==> src/rtl/ps2_pkg.sv <==
// Shared types and constants for the PS/2 device-to-host receive path.
package ps2_pkg;

  typedef enum logic [1:0] {
    IDLE,
    DATA,
    PARITY,
    STOP
  } state_t;

  localparam logic [7:0] PS2_PFX_EXT = 8'hE0;
  localparam logic [7:0] PS2_PFX_BRK = 8'hF0;

endpackage

==> src/rtl/ps2_line_filter.sv <==
// Two-flop synchroniser with an optional run-length stability filter.
module ps2_line_filter #(
  parameter int FILTER_LEN = 4,
  parameter bit FILTER     = 1'b1
) (
  input  logic clk,
  input  logic rst,
  input  logic raw,
  output logic line
);

  logic [1:0] sync;

  // Lines idle high, so the synchroniser resets to 1.
  always_ff @(posedge clk or posedge rst) begin
    if (rst) sync <= 2'b11;
    else     sync <= {sync[0], raw};
  end

  generate
    if (FILTER) begin : g_filt
      logic [3:0] cnt;
      logic       lvl;

      always_ff @(posedge clk or posedge rst) begin
        if (rst) begin
          cnt <= '0;
          lvl <= 1'b1;
        end else if (sync[1] == lvl) begin
          cnt <= '0;
        end else if (cnt == 4'(FILTER_LEN - 1)) begin
          lvl <= sync[1];
          cnt <= '0;
        end else begin
          cnt <= cnt + 4'd1;
        end
      end

      assign line = lvl;
    end else begin : g_raw
      assign line = sync[1];
    end
  endgenerate

endmodule

==> src/rtl/ps2_frame_rx.sv <==
// PS/2 frame receiver: edge detect, 11-bit frame FSM, timeout, prefix folding.
module ps2_frame_rx
  import ps2_pkg::*;
#(
  parameter int TIMEOUT_CYCLES = 50000,
  parameter int FILTER_LEN     = 4
) (
  input  logic       clkin,
  input  logic       rst,
  input  logic       kbclk,
  input  logic       kbdata,
  output logic [7:0] code,
  output logic       code_valid,
  output logic       brk,
  output logic       ext,
  output logic       frame_err
);

  localparam int TW = $clog2(TIMEOUT_CYCLES + 1);

  logic          clk_f;
  logic          data_s;
  logic          clk_q;
  logic          fall;
  state_t        state;
  logic [2:0]    bit_cnt;
  logic [7:0]    shreg;
  logic          par;
  logic [TW-1:0] tcnt;
  logic          ext_pend;
  logic          brk_pend;

  ps2_line_filter #(
    .FILTER_LEN(FILTER_LEN),
    .FILTER    (1'b1)
  ) u_clk (
    .clk (clkin),
    .rst (rst),
    .raw (kbclk),
    .line(clk_f)
  );

  ps2_line_filter #(
    .FILTER_LEN(FILTER_LEN),
    .FILTER    (1'b0)
  ) u_data (
    .clk (clkin),
    .rst (rst),
    .raw (kbdata),
    .line(data_s)
  );

  assign fall = clk_q & ~clk_f;

  always_ff @(posedge clkin or posedge rst) begin
    if (rst) begin
      clk_q      <= 1'b1;
      state      <= IDLE;
      bit_cnt    <= '0;
      shreg      <= '0;
      par        <= 1'b0;
      tcnt       <= '0;
      ext_pend   <= 1'b0;
      brk_pend   <= 1'b0;
      code       <= '0;
      brk        <= 1'b0;
      ext        <= 1'b0;
      code_valid <= 1'b0;
      frame_err  <= 1'b0;
    end else begin
      clk_q      <= clk_f;
      code_valid <= 1'b0;
      frame_err  <= 1'b0;
      if (fall) begin
        tcnt <= '0;
        unique case (state)
          IDLE: begin
            if (!data_s) begin
              state   <= DATA;
              bit_cnt <= '0;
            end else begin
              frame_err <= 1'b1;
              ext_pend  <= 1'b0;
              brk_pend  <= 1'b0;
            end
          end
          DATA: begin
            shreg   <= {data_s, shreg[7:1]};
            bit_cnt <= bit_cnt + 3'd1;
            if (bit_cnt == 3'd7) state <= PARITY;
          end
          PARITY: begin
            par   <= data_s;
            state <= STOP;
          end
          STOP: begin
            state <= IDLE;
            if ((^{shreg, par}) && data_s) begin
              unique case (1'b1)
                (shreg == PS2_PFX_EXT): ext_pend <= 1'b1;
                (shreg == PS2_PFX_BRK): brk_pend <= 1'b1;
                default: begin
                  code       <= shreg;
                  brk        <= brk_pend;
                  ext        <= ext_pend;
                  code_valid <= 1'b1;
                  ext_pend   <= 1'b0;
                  brk_pend   <= 1'b0;
                end
              endcase
            end else begin
              frame_err <= 1'b1;
              ext_pend  <= 1'b0;
              brk_pend  <= 1'b0;
            end
          end
          default: state <= IDLE;
        endcase
      end else if (state == IDLE) begin
        tcnt <= '0;
      end else if (tcnt == TW'(TIMEOUT_CYCLES - 1)) begin
        tcnt      <= '0;
        state     <= IDLE;
        frame_err <= 1'b1;
        ext_pend  <= 1'b0;
        brk_pend  <= 1'b0;
      end else begin
        tcnt <= tcnt + 1'b1;
      end
    end
  end

endmodule

==> config.mk <==
export PLATFORM = sky130hd
export DESIGN_NAME = ps2_frame_rx
export DESIGN_NICKNAME = d
export VERILOG_FILES = /design/src/rtl/ps2_pkg.sv /design/src/rtl/ps2_line_filter.sv /design/src/rtl/ps2_frame_rx.sv
export SDC_FILE = /design/constraint.sdc
export NUM_CORES = 1
export LEC_CHECK = 0
export BUFFER_PORTS_ARGS = -buffer_cell sky130_fd_sc_hd__clkbuf_2
export CORE_MARGIN = 2
export CORE_UTILIZATION = 55
export DETAILED_ROUTE_END_ITERATION = 8
export GPL_ROUTABILITY_DRIVEN = 0
export PLACE_DENSITY = 0.73
export SYNTH_ARGS = -nofsm -noshare
export SYNTH_HDL_FRONTEND = slang
export SYNTH_SLANG_ARGS = --single-unit
==> constraint.sdc <==
create_clock -name clkin -period 5.45 [get_ports clkin]
set_clock_uncertainty 0.15 [all_clocks]
set_input_delay 0.2725 -clock clkin [delete_from_list [all_inputs] [get_ports clkin]]
set_output_delay 0.2725 -clock clkin [all_outputs]
set_load 0.05 [all_outputs]
Word level (Yosys, flattened, before mapping)
Cells that the tools add are included.
{"block": "op_classes", "n_addsub": 3, "eq_ne": 16, "mux": 34, "n_bitwise": 4, "reduce_logical": 14}
{"op": "2-to-1 mux 16 bit", "n": 3}
{"op": "adder 16 x 1 -> 16 bit (second input constant)", "n": 1}
{"op": "== test 16 bit (second input constant)", "n": 1}
{"op": "== test 8 bit (second input constant)", "n": 2}
{"op": "2-to-1 mux 1 bit", "n": 16}
{"op": "2-to-1 mux 2 bit", "n": 5}
{"op": "case mux 1 bit (2 select lines)", "n": 5}
{"op": "AND reduction 5 bit", "n": 2}
{"op": "XOR reduction 9 bit", "n": 1}
{"op": "2-to-1 mux 4 bit", "n": 2}
{"op": "!= test 4 bit (second input constant)", "n": 2}
{"op": "case mux 2 bit (4 select lines)", "n": 1}
{"op": "AND reduction 4 bit", "n": 2}
{"op": "case mux 3 bit (2 select lines)", "n": 1}
{"op": "AND reduction 2 bit", "n": 3}
{"op": "adder 4 x 1 -> 4 bit (second input constant)", "n": 1}
{"op": "== test 2 bit (second input constant)", "n": 2}
{"op": "== test 4 x 2 -> 1 bit (second input constant)", "n": 1}
{"op": "!= test 2 bit (second input constant)", "n": 2}
{"op": "nonzero test 2 bit", "n": 2}
{"op": "adder 3 x 1 -> 3 bit (second input constant)", "n": 1}
{"op": "== test 3 bit (second input constant)", "n": 1}
{"op": "2-to-1 mux 3 bit", "n": 1}
{"op": "!= test 3 x 1 -> 1 bit (second input constant)", "n": 1}
{"op": "10 further kinds", "n": 12}
{"block": "totals", "ff_bits": 54, "inputBits": 4, "output_inout_bits": 12}

Logic depth before layout (Yosys ltp)
Gate-level depths: netlist of the first run.
{"block": "logic_depth", "depth_word": 6, "mapped_depth": 7, "depth_no_buf": 6}

Modules after synthesis
From an unflattened synthesis of the first run, not the netlist that was laid out.
{"block": "hier_totals", "hier_cells": 224, "area_unflattened_um2": 2582.5}
{"mod": "ps2_frame_rx", "instances": 1, "cells_per_inst": 200, "area_each_um2": 2233.4, "seq_area_each_um2": 1127.3}
{"mod": "ps2_line_filter at u_clk", "instances": 1, "cells_per_inst": 21, "area_each_um2": 292.8, "seq_area_each_um2": 178.9}
{"mod": "ps2_line_filter at u_data", "instances": 1, "cells_per_inst": 3, "area_each_um2": 56.3, "seq_area_each_um2": 52.6}

Worst setup path after synthesis of the first run
OpenSTA, ideal clock, no wires.
{"block": "synth_timing", "path_type": "flip-flop to flip-flop", "startpoint": "register shreg[1]", "endpoint": "register code[0]", "setup_time_ns": 0.125, "arrival_time_ns": 1.963, "t_required_ns": 5.175, "slack_ns": 3.213, "stages_incl_launch_ff": 6, "path_buffers": 1, "synth_period_minus_slack_ns": 2.237, "path_cell_list": "dfrtp_1 -> or4b_1 -> o311a_1 -> mux2i_1 -> buf_4 -> mux2_2"}
{"block": "synth_via", "elab_chain_cells": 4}
{"item": "from (decl)", "line_no": "ps2_frame_rx.sv:27", "rtl": "logic [7:0] shreg;"}
{"item": "from (signal assigned)", "line_no": "ps2_frame_rx.sv:88", "rtl": "shreg <= {data_s, shreg[7:1]};"}
{"item": "== test 8 bit, on equally long branches", "line_no": "ps2_frame_rx.sv:100, ps2_frame_rx.sv:101"}
{"item": "OR reduction 2 bit (no line)"}
{"item": "NOT 1 bit (no line)"}
{"item": "AND reduction 4 bit (no line) *"}
{"item": "to (signal assigned)", "line_no": "ps2_frame_rx.sv:103", "rtl": "code <= shreg;"}
{"item": "to (decl)", "line_no": "ps2_frame_rx.sv:12", "rtl": "output logic [7:0] code,"}
Mark *: on every way between the ends. The rest lies on a longest branch, timed or not.
A chain may end at the register's enable or synchronous reset.

Final worst setup path of the first run
{"block": "layout_timing", "startpoint": "register shreg[1]", "endpoint": "register brk"}
{"block": "layout_via", "elab_chain_cells": 4}
{"item": "== test 8 bit, on equally long branches", "line_no": "ps2_frame_rx.sv:100, ps2_frame_rx.sv:101"}
{"item": "OR reduction 2 bit (no line)"}
{"item": "NOT 1 bit (no line)"}
{"item": "AND reduction 4 bit (no line) *"}
{"item": "to (signal assigned)", "line_no": "ps2_frame_rx.sv:104", "rtl": "brk <= brk_pend;"}
{"item": "to (decl)", "line_no": "ps2_frame_rx.sv:14", "rtl": "output logic brk,"}
Marked as above.

==> results of run 1 <==
through the flow:
stage	hold slack (ns)	instance area, um2	setup slack [ns]
2_1_floorplan	0.127	2600	3.21
3_3_place_gp	0.196	2710	2.59
3_5_place_dp	0.197	2710	2.53
4_1_cts	0.210	2860	2.50
5_1_grt	0.219	2860	2.35
6_report	0.209	2860	2.56
where the power goes:
group          leakage (nW)  total, mW  switching, mW  internal [mW]
Combinational         0.531      0.309          0.161          0.147
Clock                0.0585      0.277          0.128          0.150
Sequential            0.724      0.511         0.0508          0.460
sequential cells by signal, summed over array words and instances (netlist names), 2 cells and up:
signal	cells
tcnt	16
code	8
shreg	8
u_clk.g_filt.cnt	4
bit_cnt	3
state	2
u_clk.sync	2
u_data.sync	2
final timing paths:
| kind | slack [ns] | end | startpoint |
|---|---|---|---|
| max in group asynchronous | 4.20 | par$_DFFE_PP0P_ | rst |
| setup reg to reg | 2.56 | brk$_DFFE_PP0P_ | shreg[1]$_DFFE_PP0P_ |
| min in group asynchronous | 0.51 | tcnt[1]$_DFF_PP0_ | rst |
| hold reg to reg | 0.21 | u_data.sync[1]$_DFF_PP1_ | u_data.sync[0]$_DFF_PP1_ |
| hold / removal | 0.21 | u_data.sync[1]$_DFF_PP1_ | u_data.sync[0]$_DFF_PP1_ |
| setup / recovery | 2.56 | brk$_DFFE_PP0P_ | shreg[1]$_DFFE_PP0P_ |
repair_timing:
item                                   in CTS  in global routing
resized for setup                           0                  0
endpoints found under the hold margin      50                  0
hold buffers                                3                  0
cells in the mapped netlist (3+ instances only):
library cell and instances:
nor4_1 3, nand4b_1 3, o21ai_0 7, nor2_1 16, nand3_1 4, nand4_1 5
dfrtp_1 48, inv_1 9, mux2i_1 3, ha_1 8, mux2_2 19, or3_1 3
xor2_1 7, nor2b_1 3, dfstp_2 6, a21oi_1 5, xnor2_1 9, nor3_1 5
clkbuf_1 3, nand2_1 14
worst max-delay path, stage by stage (launching register included):
cell     delay, ns
dfrtp_1       0.44
or4b_1        0.57
o311a_1       0.35
mux2i_1       0.85
mux2_2        0.42
layer usage:
metal  wire (um)  up-vias
li1            -      830
met1        2130      807
met2        1930       25
met3         134        5
met4          76        0
met5           0        -
layout by cell type, fill, tap and decap left out, types with 3 or more instances in the layout:
cell | Yosys | layout
mux2i_1 | 3 | 3
nor2b_1 | 3 | 3
inv_1 | 9 | 8
clkbuf_2 | 0 | 15
or3_1 | 3 | 3
clkbuf_8 | 0 | 6
nand3_1 | 4 | 4
nor3_1 | 5 | 5
nand2_1 | 14 | 14
nand4b_1 | 3 | 3
dfstp_2 | 6 | 6
o21ai_0 | 7 | 7
nor2_1 | 16 | 16
xnor2_1 | 9 | 9
xor2_1 | 7 | 7
ha_1 | 8 | 8
nand4_1 | 5 | 5
dlygate4sd3_1 | 0 | 3
nor4_1 | 3 | 3
mux2_2 | 19 | 19
a21oi_1 | 5 | 5
dfrtp_1 | 48 | 48
cell type report:
| cell class | count | area (um2) |
|---|---|---|
| clock buffers | 7 | 86.3 |
| clock inverters | 1 | 30.0 |
| fillers | 383 | 1770 |
| inverters | 9 | 33.8 |
| multi-input cells | 149 | 1170 |
| flip-flops and latches | 54 | 1360 |
| well taps | 54 | 67.6 |
| repair buffers | 19 | 113 |
cells by family (layout without fill, tap and decap cells):
family / after synthesis / in the layout
buffers and inverters: 15 / 36
adder cells (fa/ha/maj): 8 / 8
XOR/XNOR: 19 / 19
AND/OR/NAND/NOR: 73 / 73
flip-flops: 54 / 54
multiplexers: 22 / 22
AO/OA/AOI/OAI: 27 / 27
==> results.json, run 1 <==
{
  "cts.sinks": 54,
  "syn_inst": 218,
  "row_count": 25,
  "ys_types": 50,
  "synthAdderAreaFrac_pct": 3.85,
  "cts_buffers": 5,
  "required_ns": 5.50,
  "synth_edf_count": 0,
  "nets": 250,
  "grt_pass1_wl_mm": 7.48,
  "yosysTopAreaCellShare_pct": 46.2,
  "worstMarginPinSlew_ns": 1.09,
  "floorplan.die_area_um2": 5290,
  "coreArea_um2": 4630,
  "ys_ff_latch": 54,
  "drtPass1Iterations": 5,
  "fmax_ghz": 0.346,
  "overflow": 0,
  "root_buffer": "clkbuf_8",
  "htree_levels": 2,
  "use_met1_pct": 24.7,
  "worstSetupStartpointType": "register",
  "reg2reg_depth": 4,
  "fin_crit_sh_pct": 53.1,
  "synthFlopType": "dfrtp_1",
  "leakagePower_nw": 1.31,
  "hold_class": "register to register",
  "maxSlewViolCount": 0,
  "ir_worst_vdd_v": 0.000199,
  "die_y_um": 72.7,
  "setup_viol": 0,
  "fin_cells": 293,
  "hold_depth": 0,
  "cts.path.max_buffers": 2,
  "ys_warn_count": 0,
  "drive_gt1_share_pct": 22.6,
  "area_growth_pct": 10.1,
  "busiest_layer": "met2",
  "min_period_ns": 2.89,
  "start_util_pct": 56.1,
  "die_w_um": 72.7,
  "grt_util_met2_pct": 28.7,
  "slew_headroom_pct": 25.3,
  "n_antenna_cell": 0,
  "utilization_pct": 61.8,
  "outcome": "finished, final reports clean",
  "clkLatencyLatePin_ns": 0.31,
  "synth_area_um2": 2600,
  "antenna_found_initial": 0,
  "port_buffers": 15,
  "synth_compound_area_share_pct": 7.46,
  "drt_iter0_markers": 91,
  "hold_violations": 0,
  "grt_usage_pct": 18.4,
  "cellPowerDensity_nw_per_um2": 383,
  "grtUsageMet3_pct": 4.97,
  "ys_seq_area_share_pct": 52.3,
  "grt_max_degree": 55,
  "via_per_inst": 5.69,
  "end_kind": "register",
  "finalWirelength_mm": 4.27,
  "dp_cells": 282,
  "cp_max_fo": 11,
  "synth_xor_area_share_pct": 8.09,
  "yosys.area_share.simple_pct": 16.3,
  "synth_area_leaders": "dfrtp_1, mux2_2, dfstp_2",
  "fin_setup_tns_ns": 0,
  "antenna_left": 0,
  "io_pins": 16,
  "crit_type": "register to register",
  "syn_avg_cell_area_um2": 11.9,
  "drc_errors": 0,
  "cts_tree": "yes",
  "syn_nets": 230,
  "synthMuxAreaShare_pct": 9.39,
  "post-cts-setup-buffer-count": 0,
  "power_mw": 1.10,
  "rsz0062_at_grt": "no",
  "vias": 1667,
  "hpwl_mm": 2.89,
  "synth_top_family_by_area": "simple AND/OR/NAND/NOR gates",
  "yosysTopAreaCell": "dfrtp_1",
  "clk_pin_slew_ns": 0.10,
  "routedWlPerCell_um": 14.6,
  "cap_viol_max_count": 0,
  "async_reset_ff_share_pct": 100,
  "cp.arrival_ns": 2.94,
  "grt_pass1_vias": 1593
}
(Power assumes the default switching activity.)
==> inputs of run 2 (changes only) <==
--- a/config.mk
+++ b/config.mk
@@ -5,6 +5,7 @@
 export SDC_FILE = /design/constraint.sdc
 export NUM_CORES = 1
 export LEC_CHECK = 0
+export ABC_AREA = 1
 export BUFFER_PORTS_ARGS = -buffer_cell sky130_fd_sc_hd__clkbuf_2
 export CORE_MARGIN = 2
 export CORE_UTILIZATION = 55
==> constraint.sdc (replaced) <==
create_clock -name clkin -period 2.7 [get_ports clkin]
set_clock_uncertainty 0.15 [all_clocks]
set_input_delay 0.135 -clock clkin [delete_from_list [all_inputs] [get_ports clkin]]
set_output_delay 0.135 -clock clkin [all_outputs]
set_load 0.05 [all_outputs]
==> run 2 against run 1 <==
- fmax is 48% higher
- hold slack better by 0.0015 ns
- via count is 23% higher
- utilization is 0.36 points higher
- critical path depth is 10 higher
- die area is 1.4% higher
- non-clock buffer count is 4 higher
- setup slack worse by 1.8 ns
- register-to-register slack worse by 1.8 ns
- global-route usage is 0.92 points higher
- final cell count is 35% higher
- largest cell class unchanged
==> results.json, run 2 <==
{
  "cts_resized": 0,
  "worstMarginPinSlew_ns": 0.648,
  "async_reset_ff_share_pct": 100,
  "port_buffers": 15,
  "slew_headroom_pct": 56.8,
  "power_mw": 2.14,
  "dp_slack_ns": 0.738,
  "synth_edf_count": 0,
  "worstSetupStartpointType": "register",
  "internal_power_mw": 1.33,
  "n_antenna_cell": 0,
  "p_comb_share_pct": 32.1,
  "hpwl_mm": 3.35,
  "nets": 353,
  "ys_top_cells_by_count": "nand2_1, dfrtp_1, inv_1",
  "grt_max_degree": 55,
  "cts_buffers": 5,
  "cp.arrival_ns": 2.00,
  "yosysTopAreaCellShare_pct": 45.6,
  "finalWirelength_mm": 4.56,
  "drive_gt1_share_pct": 12.3,
  "final_common_cell": "nand2_1",
  "outcome": "finished, final reports clean",
  "yosysTopAreaCell": "dfrtp_1",
  "crit_slowest_cell": "dfrtp_1",
  "drt_iter0_markers": 160,
  "grt_usage_pct": 19.3,
  "swShare_pct": 37.9,
  "cp_max_fo": 11,
  "vias": 2046,
  "clkLatencyLatePin_ns": 0.31,
  "cellPowerDensity_nw_per_um2": 738,
  "fin_setup_tns_ns": 0,
  "worst_path_largest_cell_delay_ns": 0.46,
  "antenna_found_initial": 0,
  "power.share.clock_pct": 20.7,
  "row_count": 25,
  "ir_worst_vdd_v": 0.000375,
  "ys_seq_area_share_pct": 51.5,
  "utilization_pct": 62.1,
  "largest-register": "tcnt",
  "hold_violations": 0,
  "die_y_um": 73.2,
  "grt_pass1_vias": 1838,
  "coreArea_um2": 4660,
  "crit_chain": "nand2_1, inv_1, nor2_1, nand2_1, nand2_1, nand2_1, nand2_1, nand2_1, nand2_2, nand2_2, inv_2, nand3_2, nand2_1, nand2_1",
  "required_ns": 2.76,
  "top_regs": "tcnt: 16 flops, code: 8 flops, shreg: 8 flops",
  "fin_crit_sh_pct": 72.2,
  "hold_depth": 0,
  "cap_viol_max_count": 0,
  "end_kind": "register",
  "seqPwrFrac_pct": 47.3,
  "min_period_ns": 1.95,
  "synthFlopType": "dfrtp_1",
  "io_pins": 16,
  "synth_area_um2": 2640,
  "ys_types": 31,
  "setup_ws_ns": 0.752,
  "grt_pass1_wl_mm": 8.10,
  "antenna_left": 0,
  "floorplan.die_area_um2": 5360,
  "setup_viol": 0,
  "drc_errors": 0,
  "maxSlewViolCount": 0,
  "routedWlPerCell_um": 11.5,
  "cp_common_cell": "nand2_1",
  "reg2reg_depth": 14,
  "via_per_inst": 5.17,
  "area_growth_pct": 9.87,
  "yosysMostFrequentCell": "nand2_1",
  "ys_warn_count": 0,
  "clk_pin_slew_ns": 0.10,
  "cts.sinks": 54,
  "synth_area_leaders": "dfrtp_1, nand2_1, dfstp_2",
  "start_util_pct": 56.6,
  "syn_nets": 330,
  "syn_inst": 318,
  "p_sw_mw": 0.810,
  "largest_reg_flops": 16,
  "leakagePower_nw": 1.42,
  "overflow": 0,
  "nFillCells": 417,
  "root_buffer": "clkbuf_8",
  "ys_ff_latch": 54,
  "fmax_ghz": 0.513,
  "syn_avg_cell_area_um2": 8.29,
  "cts_tree": "yes",
  "crit_type": "register to register",
  "layout_common_cells": "nand2_1, dfrtp_1, inv_1, nor2_1, nand4_1",
  "htree_levels": 2,
  "drtPass1Iterations": 4,
  "hold_class": "register to register",
  "cts.path.max_buffers": 2,
  "die_w_um": 73.2,
  "rsz0062_at_grt": "no"
}
[run 2: cell count changes after synthesis, sizes merged, moves of 4 or more]
cell   delta
a21oi     +4
inv      +32
mux2     -19
nand2    +71
nand3    +10
nand4    +13
nor2     +20
nor3      +6
o21ai     +8
xnor2     -5
[run 2: worst paths after layout]
| path | from | to | slack [ns] |
|---|---|---|---|
| max reg2reg | shreg[2]$_DFFE_PP0P_ | code[4]$_DFFE_PP0P_ | 0.75 |
| min reg2reg | u_data.sync[0]$_DFF_PP1_ | u_data.sync[1]$_DFF_PP1_ | 0.21 |
| min | u_data.sync[0]$_DFF_PP1_ | u_data.sync[1]$_DFF_PP1_ | 0.21 |
| min in group asynchronous | rst | tcnt[4]$_DFF_PP0_ | 0.37 |
| max | shreg[2]$_DFFE_PP0P_ | code[4]$_DFFE_PP0P_ | 0.75 |
| max in group asynchronous | rst | u_clk.g_filt.cnt[0]$_DFF_PP0_ | 1.59 |
[run 2: power groups by stage]
stage                     Clock, mW  Sequential (mW)  Combinational (mW)
after global placement            0             1.02               0.670
after CTS                     0.463             1.01               0.693
after floorplan                   0             1.02               0.541
after global routing          0.490             1.03               0.810
final                         0.441             1.01               0.685
after detailed placement          0             1.03               0.684
[run 2: cells by family (layout without fill, tap and decap cells)]
group	count (synthesis)	after routing	share of synthesized area [%]
AO/OA/AOI/OAI	32	32	6.83
AND/OR/NAND/NOR	168	168	27.8
flip-flops	54	54	51.5
XOR/XNOR	8	8	2.66
adder cells (fa/ha/maj)	8	8	3.80
buffers and inverters	48	72	7.36
[run 2: layout make-up]
class | instances | area, um2 | area share, %
clock inverter | 3 | 21.3 | 0.734
clock buffer | 5 | 68.8 | 2.38
tap | 54 | 67.6 | 2.33
timing repair buffer | 23 | 143 | 4.92
sequential | 54 | 1360 | 46.9
multi-input combinational | 216 | 1080 | 37.4
inverter | 41 | 154 | 5.31
[run 2: repair_timing]
item                                   4_1_cts  5_1_grt
endpoints found under the hold margin       50        0
buffers inserted                             0        0
hold buffers                                 3        0
[run 2: per-stage QoR]
stage                     instance area [um2]  hold WS [ns]  std cells
after detailed placement                 2780        0.0745        385
after global routing                     2900         0.213        396
final                                    2900         0.211        396
after CTS                                2900         0.212        396
after floorplan                          2640       -0.0105        318
after global placement                   2780        0.0737        385
[run 2: per-layer routing]
metal  track usage (%)  vias up  part of all wire, %  wire length, um
li1                  -     1071                    -                -
met1              27.7      928                   49             2240
met2              28.9       43                   45             2050
met3              4.14        4                  4.5              205
met4              6.58        0                  1.3               58
met5                 0        -                    0                0
[run 2: critical path: cells and delay by family, from the launching register on]
kind / cells / cell delay (ns)
buffers and inverters: 2 / 0.19
DFF: 1 / 0.46
and+or+nand+nor: 12 / 1.04
